--- config.mk ---
export PLATFORM = sky130hd
export DESIGN_NAME = ctrl_divisor_frecuencia
export DESIGN_NICKNAME = d
export VERILOG_FILES = /design/src/rtl/ctrl_divisor_frecuencia.sv
export SDC_FILE = /design/constraint.sdc
export NUM_CORES = 1
export LEC_CHECK = 0
export ABC_AREA = 1
export CAP_MARGIN = 20
export CORE_MARGIN = 2
export CORE_UTILIZATION = 47
export CTS_CLUSTER_SIZE = 30
export DETAILED_ROUTE_END_ITERATION = 6
export HOLD_SLACK_MARGIN = 0.08
export SKIP_CTS_REPAIR_TIMING = 1
export SLEW_MARGIN = 20
export SYNTH_ARGS = -nofsm -noshare
export SYNTH_HDL_FRONTEND = slang
export SYNTH_SLANG_ARGS = --single-unit
--- constraint.sdc ---
create_clock -name Clock_i -period 4.3 [get_ports Clock_i]
set_clock_uncertainty 0.05 [all_clocks]
set_input_delay 1.075 -clock Clock_i [delete_from_list [all_inputs] [get_ports Clock_i]]
set_output_delay 1.075 -clock Clock_i [all_outputs]
set_load 0.01 [all_outputs]
--- src/rtl/ctrl_divisor_frecuencia.sv ---
// Run/stop and rate-select controller: square wave Clock_o plus a one-cycle
// tick_o strobe at one of four rates; rate changes land on half-period edges.
module ctrl_divisor_frecuencia #(
  parameter int unsigned W    = 16,
  parameter int unsigned DIV0 = 49_999,
  parameter int unsigned DIV1 = 24_999,
  parameter int unsigned DIV2 = 4_999,
  parameter int unsigned DIV3 = 499
) (
  input  logic       Clock_i,
  input  logic       reset_i,
  input  logic       start_i,
  input  logic       stop_i,
  input  logic [1:0] sel_i,
  input  logic       req_i,
  output logic       ack_o,
  output logic       busy_o,
  output logic       tick_o,
  output logic       Clock_o
);

  typedef enum logic [1:0] {
    IDLE = 2'd0,
    RUN  = 2'd1,
    PEND = 2'd2
  } state_t;

  state_t         state_q, state_d;
  logic [W-1:0]   contador_q, contador_d;
  logic [W-1:0]   limite_q, limite_d;
  logic [1:0]     sel_cur_q, sel_cur_d;
  logic [1:0]     sel_pend_q, sel_pend_d;
  logic           stop_pend_q, stop_pend_d;
  logic           clock_q, clock_d;
  logic           tick_q, tick_d;
  logic           ack_q, ack_d;
  logic           busy_q, busy_d;
  logic           tc;
  logic           stopping;

  function automatic logic [W-1:0] div_sel(input logic [1:0] s);
    logic [W-1:0] r;
    unique case (s)
      2'd0:    r = W'(DIV0);
      2'd1:    r = W'(DIV1);
      2'd2:    r = W'(DIV2);
      default: r = W'(DIV3);
    endcase
    return r;
  endfunction

  always_comb begin
    state_d     = state_q;
    contador_d  = contador_q;
    limite_d    = limite_q;
    sel_cur_d   = sel_cur_q;
    sel_pend_d  = sel_pend_q;
    stop_pend_d = stop_pend_q;
    clock_d     = clock_q;
    ack_d       = 1'b0;

    tc       = (state_q != IDLE) && (contador_q == limite_q);
    // A stop only completes on the falling toggle, so a high phase is never cut short.
    stopping = tc && stop_pend_q && clock_q;

    unique case (state_q)
      IDLE: begin
        if (start_i && !stop_i) begin
          state_d    = RUN;
          limite_d   = div_sel(sel_i);
          sel_cur_d  = sel_i;
          contador_d = '0;
        end
      end
      RUN: begin
        if (req_i && (sel_i == sel_cur_q)) begin
          ack_d = 1'b1;
        end else if (req_i) begin
          sel_pend_d = sel_i;
          state_d    = PEND;
        end
      end
      PEND: begin
        if (tc) begin
          limite_d  = div_sel(sel_pend_q);
          sel_cur_d = sel_pend_q;
          ack_d     = 1'b1;
          state_d   = RUN;
        end
      end
      default: state_d = IDLE;
    endcase

    if (state_q != IDLE) begin
      if (tc) begin
        contador_d = '0;
        clock_d    = ~clock_q;
      end else begin
        contador_d = contador_q + 1'b1;
      end
      if (stop_i) begin
        stop_pend_d = 1'b1;
      end
      if (stopping) begin
        state_d     = IDLE;
        stop_pend_d = 1'b0;
        contador_d  = '0;
      end
    end

    tick_d = tc;
    busy_d = (state_d != IDLE);
  end

  always_ff @(posedge Clock_i or posedge reset_i) begin
    if (reset_i) begin
      state_q     <= IDLE;
      contador_q  <= '0;
      limite_q    <= W'(DIV0);
      sel_cur_q   <= 2'd0;
      sel_pend_q  <= 2'd0;
      stop_pend_q <= 1'b0;
      clock_q     <= 1'b0;
      tick_q      <= 1'b0;
      ack_q       <= 1'b0;
      busy_q      <= 1'b0;
    end else begin
      state_q     <= state_d;
      contador_q  <= contador_d;
      limite_q    <= limite_d;
      sel_cur_q   <= sel_cur_d;
      sel_pend_q  <= sel_pend_d;
      stop_pend_q <= stop_pend_d;
      clock_q     <= clock_d;
      tick_q      <= tick_d;
      ack_q       <= ack_d;
      busy_q      <= busy_d;
    end
  end

  assign Clock_o = clock_q;
  assign tick_o  = tick_q;
  assign ack_o   = ack_q;
  assign busy_o  = busy_q;

endmodule

After elaboration in Yosys (flattened, before gate mapping)
Cells that the tools add are included.

Add/subtract/negate cells: 1. Multipliers: 0. Div/mod/pow operators: 0. Magnitude comparators: 0. Equal/unequal tests: 10. Shift operators: 0. Mux-type cells: 25. Bitwise operators: 2. Reductions and logical operators: 20.

Operator list (number): 2-to-1 mux 16 bit (7); one-hot mux 16 bit (3 select lines) (2); one-hot mux 16 bit (2 select lines) (1); adder 16 x 1 -> 16 bit, second input constant (1); == test 16 bit (1); 2-to-1 mux 2 bit (8); nonzero test 2 bit (6); == test 2 x 1 -> 1 bit, second input constant (3); == test 2 bit, second input constant (3); logical NOT 2 bit (3); one-hot mux 2 bit (3 select lines) (1); AND reduction 2 bit (3); AND reduction 3 bit (2); logical AND 1 bit (5); 2-to-1 mux 1 bit (4); != test 2 bit, second input constant (2); one-hot mux 2 bit (2 select lines) (1); == test 2 bit (1); NOT 1 bit (2); one-hot mux 1 bit (2 select lines) (1); logical NOT 1 bit (1).

Register bits: 43. Latch bits: 0. Memory bits (writable): 0. Memory bits (read-only): 0. Logic and storage cells: 68. Memories: 0.

Logic depth before layout (Yosys ltp)
Gate-level depths: netlist of run 1.

Word-level depth: 7. Mapped depth: 13. Mapped depth without buffers: 12.

Worst setup path before layout of run 1
No wires, ideal clock.

Kind: input to register. From: input port stop_i. To: register limite_q[5]. Arrival: 1.865 ns. Slack: 2.260 ns. Stages on the path: 9. Path buffers: 1. Cells stage by stage: clkinv_1 nand2_1 nand2_1 inv_1 a21oi_2 nand2_4 buf_6 nand2_1 nand3_1.

Word-level cells in the longest chain between the ends: 4.

RTL lines: from (decl) (line 13) `input logic stop_i,`; logical NOT 1 bit (line 68) `if (start_i && !stop_i) begin`; logical AND 1 bit (line 68); != test 2 bit (no source line); AND reduction 3 bit (no source line); to (signal assigned) (line 119) `limite_q <= W'(DIV0);`; to (signal assigned) (line 130) `limite_q <= limite_d;`; to (decl) (line 30) `logic [W-1:0] limite_q, limite_d;`.

No other way between the ends. A chain may end at the register's enable or synchronous reset.

Final worst setup path of run 1
From: input port start_i. To: register limite_q[12].

Word-level cells in the longest chain between the ends: 3.

RTL lines: from (decl) (line 12) `input logic start_i,`; logical AND 1 bit (line 68); != test 2 bit (no source line); AND reduction 3 bit (no source line).

No other way between the ends.

==> results of run 1 <==
-- worst max-delay path, cell delays in order --
cell	delay (ps)
clkdlybuf4s50_1	460
nand2_1	70
nand2_1	400
inv_1	220
a21oi_2	250
nand2_4	200
nand2_1	130
o21ai_2	50
-- metal layers --
layer  track usage, %  routed length, um  up-vias
met5                0                  0        -
met4             7.09                 61        0
met2             28.3               2230       32
met1             28.5               2580      896
li1                 -                  -     1037
met3             2.96                189        5
-- power breakdown --
group	total [mW]	leakage, nW	switching, mW	internal (mW)
clock network	0.270	0.0542	0.125	0.145
registers	0.348	0.473	0.0000000000000000225	0.348
logic	0.0213	0.728	0.0134	0.00786
-- state kept, by name, summed over array words and instances, names as in the netlist --
| name | cells |
|---|---|
| limite_q | 10 |
| ack_o | 1 |
| stop_pend_q | 1 |
| tick_o | 1 |
| busy_o | 1 |
| Clock_o | 1 |
| sel_pend_q | 2 |
| contador_q | 16 |
| state_q | 2 |
| sel_cur_q | 2 |
-- synth_stat cells, drive strengths merged --
master,instances,area share [%]
nor3b,2,0.61
nand3,19,4.4
a21boi,1,0.31
nand2,90,15
o22ai,6,1.5
o31a,1,0.36
dfstp,5,5.4
a21oi,6,1.4
mux2i,1,0.41
o21ai,33,8.1
inv,43,6.6
nor2,26,4.8
dfrtp,32,33
clkinv,1,0.15
xnor2,7,2.8
buf,3,1.1
ha,17,8.7
clkbuf,2,0.31
xor2,5,1.8
nand4,9,2.3
nor3,6,1.2
-- placed cells by master (no fill, tap or decap), types with 2 or more instances in the layout --
master	Yosys	final
nand2_1	84	84
inv_1	36	36
dfrtp_1	32	32
nor2_1	22	22
nand3_1	18	18
ha_1	17	17
o21ai_0	16	16
clkdlybuf4s50_1	0	10
o21ai_2	9	9
nand4_1	9	9
o21ai_1	8	8
inv_2	7	7
clkbuf_8	0	7
xnor2_1	6	6
o22ai_1	6	6
nor3_1	6	6
a21oi_1	5	5
xor2_1	5	5
dfstp_2	5	5
nand2_2	4	4
nor2_2	2	2
nor2_4	2	2
nand2_4	2	2
nor3b_1	2	2
-- cell type report --
| cell class | count | area (sq um) | area share, % |
|---|---|---|---|
| timing repair buffer | 11 | 108 | 3.98 |
| tap | 70 | 87.6 | 3.24 |
| inverter | 44 | 165 | 6.11 |
| clock inverter | 1 | 5.00 | 0.185 |
| multi-input combinational | 229 | 1310 | 48.5 |
| clock buffer | 7 | 96.3 | 3.56 |
| sequential | 37 | 932 | 34.5 |
-- worst max-delay path by stage --
stage / slack [ps] / cells after the start / endpoint / from
final: 1560 / 8 / limite_q[12] / start_i
after global routing: 1350 / 8 / limite_q[7] / start_i
after CTS: 1570 / 8 / limite_q[12] / start_i
after detailed placement: 1250 / 9 / limite_q[12] / stop_i
after global placement: 1320 / 8 / limite_q[7] / start_i
after floorplan: 2260 / 9 / limite_q[5] / stop_i
-- cells by family (layout without fill, tap and decap cells) --
kind of cell | after synthesis | count (layout)
simple gates | 152 | 152
buf+inv | 49 | 63
xor+xnor | 12 | 12
mux | 1 | 1
fa+ha+maj | 17 | 17
compound gates | 47 | 47
flops | 37 | 37
==> key figures, run 1 <==
Outcome
  – Status: completed

Global route
  – GRT Resource Usage Total: 19.2%
  – Largest net degree at the start of global routing: 38
  – Vias in the first global route: 1824
  – Antenna violations before repair: 0
  – Total grt overflow: 0
  – Global-route wire length before repair: 8850 um

Die
  – Initial core utilization: 48.2%
  – Die area: 5790 sq um
  – FP Rows: 26
  – Die height: 76.1 um
  – Die Wd: 76.1 um
  – Top-level I/O count: 11
  – Core area: 5070 sq um

Worst hold path
  – Worst hold-check path type: flop to flop
  – Worst Hold End: limite_q[6]
  – Worst Hold Depth: 2
  – Hold Crit Start: limite_q[6]

Timing
  – Worst-Margin Slew: 594 ps
  – Post-route minimum period: 2740 ps
  – Fmax: ~370 MHz
  – Final hold slack: between 400 and 500 ps
  – Setup TNS Final: 0 ps
  – Final worst-path cycle share: 63.6%
  – Final setup fails: 0
  – RSZ-0062 raised after global routing: false
  – Final Hold Vio Count: 0
  – Worst relative slew slack: 60.4%
  – Final Slew Violations: 0
  – Final Worst Setup Slack: 1560 ps

Synthesis
  – Syn avg cell area: 7.76 sq um
  – Net Count, Synth: 339
  – Syn. warnings: 0
  – Post-synthesis sequential element count: 37
  – Synth cell types: 32
  – Main combinational cell family by area after synthesis: simple AND/OR/NAND/NOR gates
  – Xor and xnor area share after synthesis: 4.61%
  – Complex-gate fraction of the synthesized area: 11.7%
  – Post-synthesis cell count: about 320
  – Sequential cell area fraction in the yosys report: 38.1%
  – Syn Std Cell Area: 2440 sq um
  – Mux share of post-synthesis cell area: 0.410%
  – Adder-Cell Fraction of Synth Area: 8.70%
  – Post-synthesis simple-gate area fraction: 28.2%

Detailed routing
  – Number of vias per cell: 4.94
  – Routed len/inst: 12.7 um
  – # DRC: 0
  – DR pass1 iterations: 4
  – DR vias: ~2000
  – Drt first-iter violations: 117
  – Post-route ant nets: 0
  – Final wirelength: 5060 um

Pwr
  – Peak supply drop: 0.133 mV
  – PwrDens: between 200 and 250 nW/um^2
  – Total chip power: 0.639 mW
  – Leak: 1.26 nW

Clock tree
  – Clk pin slew, worst setup/hold paths: 70 ps
  – H-tree depth: 2
  – Root Driver: clkbuf_8
  – Worst-Skew Late Latency: 290 ps
  – Num CTS Buffers: 5
  – CTS tree: built
  – Clk sinks: 37
  – Longest Clk Path Bufs: 2

Finish
  – Fill cell count: 517
  – Fin cells: 399
  – N_diodes: 0
  – Synthesis-to-layout area growth: 10.7%
  – Share of layout cells above drive strength 1: 13.1%
  – Post-route cell area: 2710 sq um
  – NumNets Final: ~350
  – Final core utilization: 53.3%

Critical path
  – Worst setup SP type: input port
  – Reg2Reg Setup Slack: 2110 ps
  – CP Capture Type: flop
  – CP arrival: 2860 ps
  – Worst r2r path cells: 8
  – Critical Path RT: roughly 4400 ps
  – CP max FO: 21
  – Critical path class: input port to flop
  – Worst r2r src: state_q[1]
  – RR Endpoint: limite_q[12]

Place
  – Post-DP HPWL: 3790 um
  – Placed insts: 391
  – Dpl ws: 1250 ps
  – Post-DP Area: between 2000 and 3000 sq um
  – # port buffers: 10
  – GP Congestion: 0.847

Flow run
  – Max Cap Viol: 0
Power figures use the tool's default switching activity.
==> run 2, diff against run 1 <==
Settings changed: PLACE_DENSITY set to 0.67.
Clock period 4.3 ns to 2.2 ns, I/O delays scaled along.
==> run 2 against run 1 <==
  * Core utilization grew 1.2 points
  * Largest cell class unchanged
  * Largest power group unchanged
  * First-iteration DRC count shrank 7.7%
  * Worst setup slack worse by 1300 ps
  * Global-route usage is 1.0 points lower
  * Via count increased by 2.4%
  * Sequential cell count stayed put
  * Cell count rose by 1.5%
  * Non-clock buffer count up 6
  * Combinational power up 97%
==> key figures, run 2 (same netlist as run 1, synthesis figures left out) <==
Detailed routing
  – Drt first-iter violations: 108
  – Final wirelength: 4980 um
  – # DRC: 0
  – DR pass1 iterations: 4
  – Post-route ant nets: 0
  – Routed len/inst: between 10 and 15 um
  – Number of vias per cell: 4.98
  – DR vias: 2017

Finish
  – Synthesis-to-layout area growth: 13.2%
  – Biggest regs: contador_q x16, limite_q x10
  – Most flop-heavy register: contador_q
  – Most frequent cells in the layout: nand2_1 (84), inv_1 (36), dfrtp_1 (32)
  – NumNets Final: 358
  – Post-route cell area: between 2000 and 3000 sq um
  – Commonest non-fill, non-tap cell in the layout: nand2_1
  – Share of layout cells above drive strength 1: 14.3%
  – Final core utilization: approximately 54%
  – Largest register FFs: 16
  – N_diodes: 0

Timing
  – Final setup fails: 0
  – Worst-Margin Slew: between 400 and 500 ps
  – Final worst-path cycle share: between 80% and 90%
  – Fmax: 529 MHz
  – Setup TNS Final: 0 ps
  – RSZ-0062 raised after global routing: false
  – Final Slew Violations: 0
  – Final Worst Setup Slack: ~310 ps
  – Final hold slack: approximately 440 ps
  – Final Hold Vio Count: 0
  – Worst relative slew slack: 68.8%
  – Post-route minimum period: 1890 ps

Critical path
  – Worst setup SP type: flop
  – Max stage delay on crit path: a little under 600 ps
  – Most frequent CP cell: nand2_1
  – Critical path class: flop to flop
  – Critical Path RT: 2310 ps
  – CP Capture Type: flop
  – CP arrival: 2000 ps
  – Crit-path slowest cell: dfstp_2
  – Worst-path cell chain: inv_1 -> nand2_1 -> nand2_1 -> nor2_1 -> nand2_1 -> nor2_4 -> nand3_4 -> nand2_4 -> nand2_4 -> nand2_1 -> o21ai_2
  – CP max FO: 21

Clock tree
  – Num CTS Buffers: 5
  – Clk pin slew, worst setup/hold paths: 70 ps
  – H-tree depth: 2
  – Clk sinks: 37
  – Root Driver: clkbuf_8
  – Longest Clk Path Bufs: 2
  – Worst-Skew Late Latency: 280 ps
  – CTS tree: built

Place
  – Post-DP Area: 2650 sq um
  – Dpl ws: 151 ps
  – # port buffers: 10
  – GP Congestion: 0.899
  – Post-DP HPWL: 3810 um

Pwr
  – Power share of the clock group: 45.8%
  – Peak supply drop: 0.259 mV
  – Comb power frac: 3.1%
  – Cell Int Power: 1.07 mW
  – Sequential share of power: around half
  – PwrDens: ~480 nW/um^2
  – Leak: 1.29 nW
  – Sw frac: 20.0%
  – NetSw: 0.266 mW

Global route
  – Global-route wire length before repair: 8660 um
  – Antenna violations before repair: 0
  – Vias in the first global route: 1891
  – Largest net degree at the start of global routing: 38
  – Total grt overflow: 0
  – GRT Resource Usage Total: 18.1%

Outcome
  – Status: completed

Flow run
  – Max Cap Viol: 0

Die
  – FP Rows: 26
  – Core area: 5070 sq um
  – Die height: 76.1 um
  – Initial core utilization: approximately 48%
  – Top-level I/O count: 11
  – Die Wd: about 76 um
  – Die area: 5790 sq um

Worst hold path
  – Worst hold-check path type: flop to flop
## run 2: cell count changes in the layout (fill, tap and decap cells not counted)
cell	delta
buf_4	+6
bufinv_16	+1
clkbuf_1	+1
clkbuf_8	-1
clkinv_2	-1
## run 2: critical path, delay by kind of cell, from the launching register on
family	cells	cell delay [ps]
buffers and inverters	1	90
AO/OA/AOI/OAI	1	50
AND/OR/NAND/NOR	9	990
flip-flops	1	590
## run 2: stage by stage
step	instances	power, mW
6_report	405	1.33
5_1_grt	405	1.38
4_1_cts	405	1.35
3_5_place_dp	397	0.736
3_3_place_gp	397	0.736
2_1_floorplan	315	0.714
## run 2: area by class of cell
class	instances	area [sq um]
Clock inverter	1	30.0
Inverter	44	165
Timing Repair Buffer	17	153
Clock buffer	7	86.3
Tap cell	70	87.6
Multi-Input combinational cell	229	1310
Fill cell	500	2310
Sequential cell	37	932
## run 2: layer usage
metal | vias to the layer above | track usage [%] | wire (um)
met4 | 0 | 4.55 | 37
met1 | 918 | 25.4 | 2530
met2 | 35 | 29.6 | 2240
met3 | 4 | 2.84 | 163
li1 | 1060 | - | -
met5 | - | 0 | 0
## run 2: power groups by stage
stage / clock [mW] / combinational [mW] / sequential [mW]
after global placement: 0 / 0.0425 / 0.693
final: 0.610 / 0.0419 / 0.680
after global routing: 0.649 / 0.0486 / 0.680
after detailed placement: 0 / 0.0433 / 0.693
after CTS: 0.625 / 0.0435 / 0.680
after floorplan: 0 / 0.0207 / 0.693
## run 2: worst paths after layout
kind                       cells past startpoint            end        start  slack [ps]
min                                            2    limite_q[2]  limite_q[2]         440
max reg2reg                                   11    limite_q[7]  limite_q[3]         310
min in group asynchronous                      3  contador_q[1]      reset_i         620
max                                           11    limite_q[7]  limite_q[3]         310
max in group asynchronous                      3    limite_q[2]      reset_i        1120
min reg2reg                                    2    limite_q[2]  limite_q[2]         440
==> run 3, diff against run 2 <==
Settings changed: REMOVE_ABC_BUFFERS set to 1.
==> run 3 against run 2 <==
  * Sequential cell count did not move
  * Global-route usage increased by 1.2 points
  * Sequential share of layout area increased by 0.51 points
  * Combinational power about the same
  * Non-clock buffer count shrank 1
  * Highest routed layer unchanged
  * Largest cell class unchanged
  * Sequential power hardly changed
  * Core utilization is 0.81 points lower
==> key figures, run 3 (same netlist as run 1, synthesis figures left out) <==
Outcome
  – Status: completed

Critical path
  – Worst r2r src: contador_q[0]
  – CP arrival: 2050 ps
  – Crit-path leading delay family: simple AND/OR/NAND/NOR gates
  – Most frequent CP cell: nand2_1
  – Levels on crit path: 12
  – RR Endpoint: limite_q[12]
  – Critical Path RT: 2330 ps
  – CP Capture Type: flop
  – Reg2Reg Setup Slack: 280 ps
  – Worst r2r path cells: 12
  – Critical path buffers and inverters: 1
  – Crit-path slowest cell: dfrtp_1
  – Worst-path cell chain: ha_1 -> nand2_1 -> inv_1 -> nand2_1 -> nor2_1 -> nand2_1 -> nor2_4 -> nand3_4 -> nand2_4 -> nand2_4 -> nand2_1 -> o21ai_2
  – Max stage delay on crit path: 390 ps
  – CP max FO: 21
  – Critical path class: flop to flop
  – Worst setup SP type: flop
  – CP Launch Point: contador_q[0]

Timing
  – Final setup fails: 0
  – Setup TNS Final: 0 ps
  – Post-route minimum period: 1920 ps
  – RSZ-0062 raised after global routing: false
  – Worst relative slew slack: 68.2%
  – Final Worst Setup Slack: between 200 and 300 ps
  – Final hold slack: approximately 450 ps
  – Fmax: 521 MHz
  – Final Slew Violations: 0
  – Final worst-path cycle share: just under 90%
  – Worst-Margin Slew: 478 ps
  – Final Hold Vio Count: 0

Clock tree
  – Clk pin slew, worst setup/hold paths: ~70 ps
  – Root Driver: clkbuf_8
  – H-tree depth: 2
  – Clk sinks: 37
  – Longest Clk Path Bufs: 2
  – Worst-Skew Late Latency: 290 ps
  – Num CTS Buffers: 5
  – CTS tree: built

Finish
  – Fin cells: 404
  – N_diodes: 0
  – Share of layout cells above drive strength 1: 14.1%
  – Largest register FFs: 16
  – Biggest regs: contador_q x16, limite_q x10
  – Post-route cell area: about 2700 sq um
  – Synthesis-to-layout area growth: 11.5%
  – Final core utilization: a little over half
  – Most frequent cells in the layout: nand2_1 (84), inv_1 (36), dfrtp_1 (32)
  – NumNets Final: 357
  – Commonest non-fill, non-tap cell in the layout: nand2_1
  – Most flop-heavy register: contador_q

Pwr
  – Comb power frac: 3.5%
  – Power share of the clock group: 39.1%
  – Sequential share of power: 57.4%
  – Total chip power: 1.19 mW
  – Peak supply drop: between 0.2 and 0.3 mV
  – PwrDens: 435 nW/um^2
  – Leak: approximately 1.3 nW
  – Sw frac: a little under a quarter
  – Cell Int Power: between 0.9 and 1 mW
  – NetSw: 0.270 mW

Die
  – Initial core utilization: approximately half
  – Die area: 5790 sq um
  – Die Wd: between 70 and 80 um
  – Core area: 5070 sq um
  – FP Rows: 26
  – Die height: between 70 and 80 um
  – Top-level I/O count: 11

Worst hold path
  – Worst Hold Depth: 2
  – Worst hold-check path type: flop to flop
  – Worst Hold End: limite_q[2]
  – Hold Crit Start: limite_q[2]

Global route
  – Global-route wire length before repair: 8950 um
  – Total grt overflow: 0
  – GRT Resource Usage Total: 19.4%
  – Vias in the first global route: approximately 1900
  – Antenna violations before repair: 0
  – Largest net degree at the start of global routing: 38

Place
  – Dpl ws: roughly 160 ps
  – Placed insts: 396
  – Post-DP HPWL: 3800 um
  – GP Congestion: 0.913
  – # port buffers: 10
  – Post-DP Area: around 2600 sq um

Flow run
  – Max Cap Viol: 0

Detailed routing
  – Number of vias per cell: 4.95
  – Routed len/inst: 12.4 um
  – Post-route ant nets: 0
  – # DRC: 0
  – DR vias: approximately 2000
  – Drt first-iter violations: 121
  – DR pass1 iterations: 4
  – Final wirelength: about 5000 um
## run 3: cell count changes in the layout (fill, tap and decap cells not counted)
cell | previous run | this run
bufinv_16 | 1 | 0
buf_4 | 7 | 6
clkinv_2 | 0 | 2
clkbuf_8 | 6 | 5
## run 3: worst reg2reg max path, stage by stage (launching register included)
cell and delay, ps:
dfrtp_1 390, ha_1 250, nand2_1 70, inv_1 50, nand2_1 60, nor2_1 110, nand2_1 90, nor2_4 170
nand3_4 110, nand2_4 100, nand2_4 170, nand2_1 130, o21ai_2 50
## run 3: area by class of cell
cell class | count | area, sq um
Clock buffer | 6 | 72.6
Timing Repair Buffer | 16 | 145
Sequential cell | 37 | 932
Multi-Input combinational cell | 229 | 1310
Tap cell | 70 | 87.6
Clock inverter | 2 | 10.0
Fill cell | 488 | 2350
Inverter | 44 | 165
## run 3: worst max-delay path by stage
stage | to | slack (ps)
finish | limite_q[12] | 280
global route | limite_q[12] | 70
CTS | limite_q[12] | 260
detailed placement | limite_q[9] | 160
global placement | limite_q[9] | 190
floorplan | sel_cur_q[1] | 390
## run 3: per-layer routing
layer / global-route usage (%) / up-vias / part of all wire (%)
met5: 0 / - / 0
li1: - / 1050 / -
met1: 26.2 / 918 / 51
met2: 31.4 / 28 / 46
met4: 5.82 / 0 / 0.42
met3: 3.91 / 2 / 2.4
## run 3: power groups by stage
stage | Combinational, mW | Sequential (mW) | Clock, mW
2_1_floorplan | 0.0207 | 0.693 | 0
3_3_place_gp | 0.0429 | 0.693 | 0
3_5_place_dp | 0.0431 | 0.693 | 0
4_1_cts | 0.0432 | 0.680 | 0.479
5_1_grt | 0.0491 | 0.680 | 0.518
6_report | 0.0418 | 0.680 | 0.463
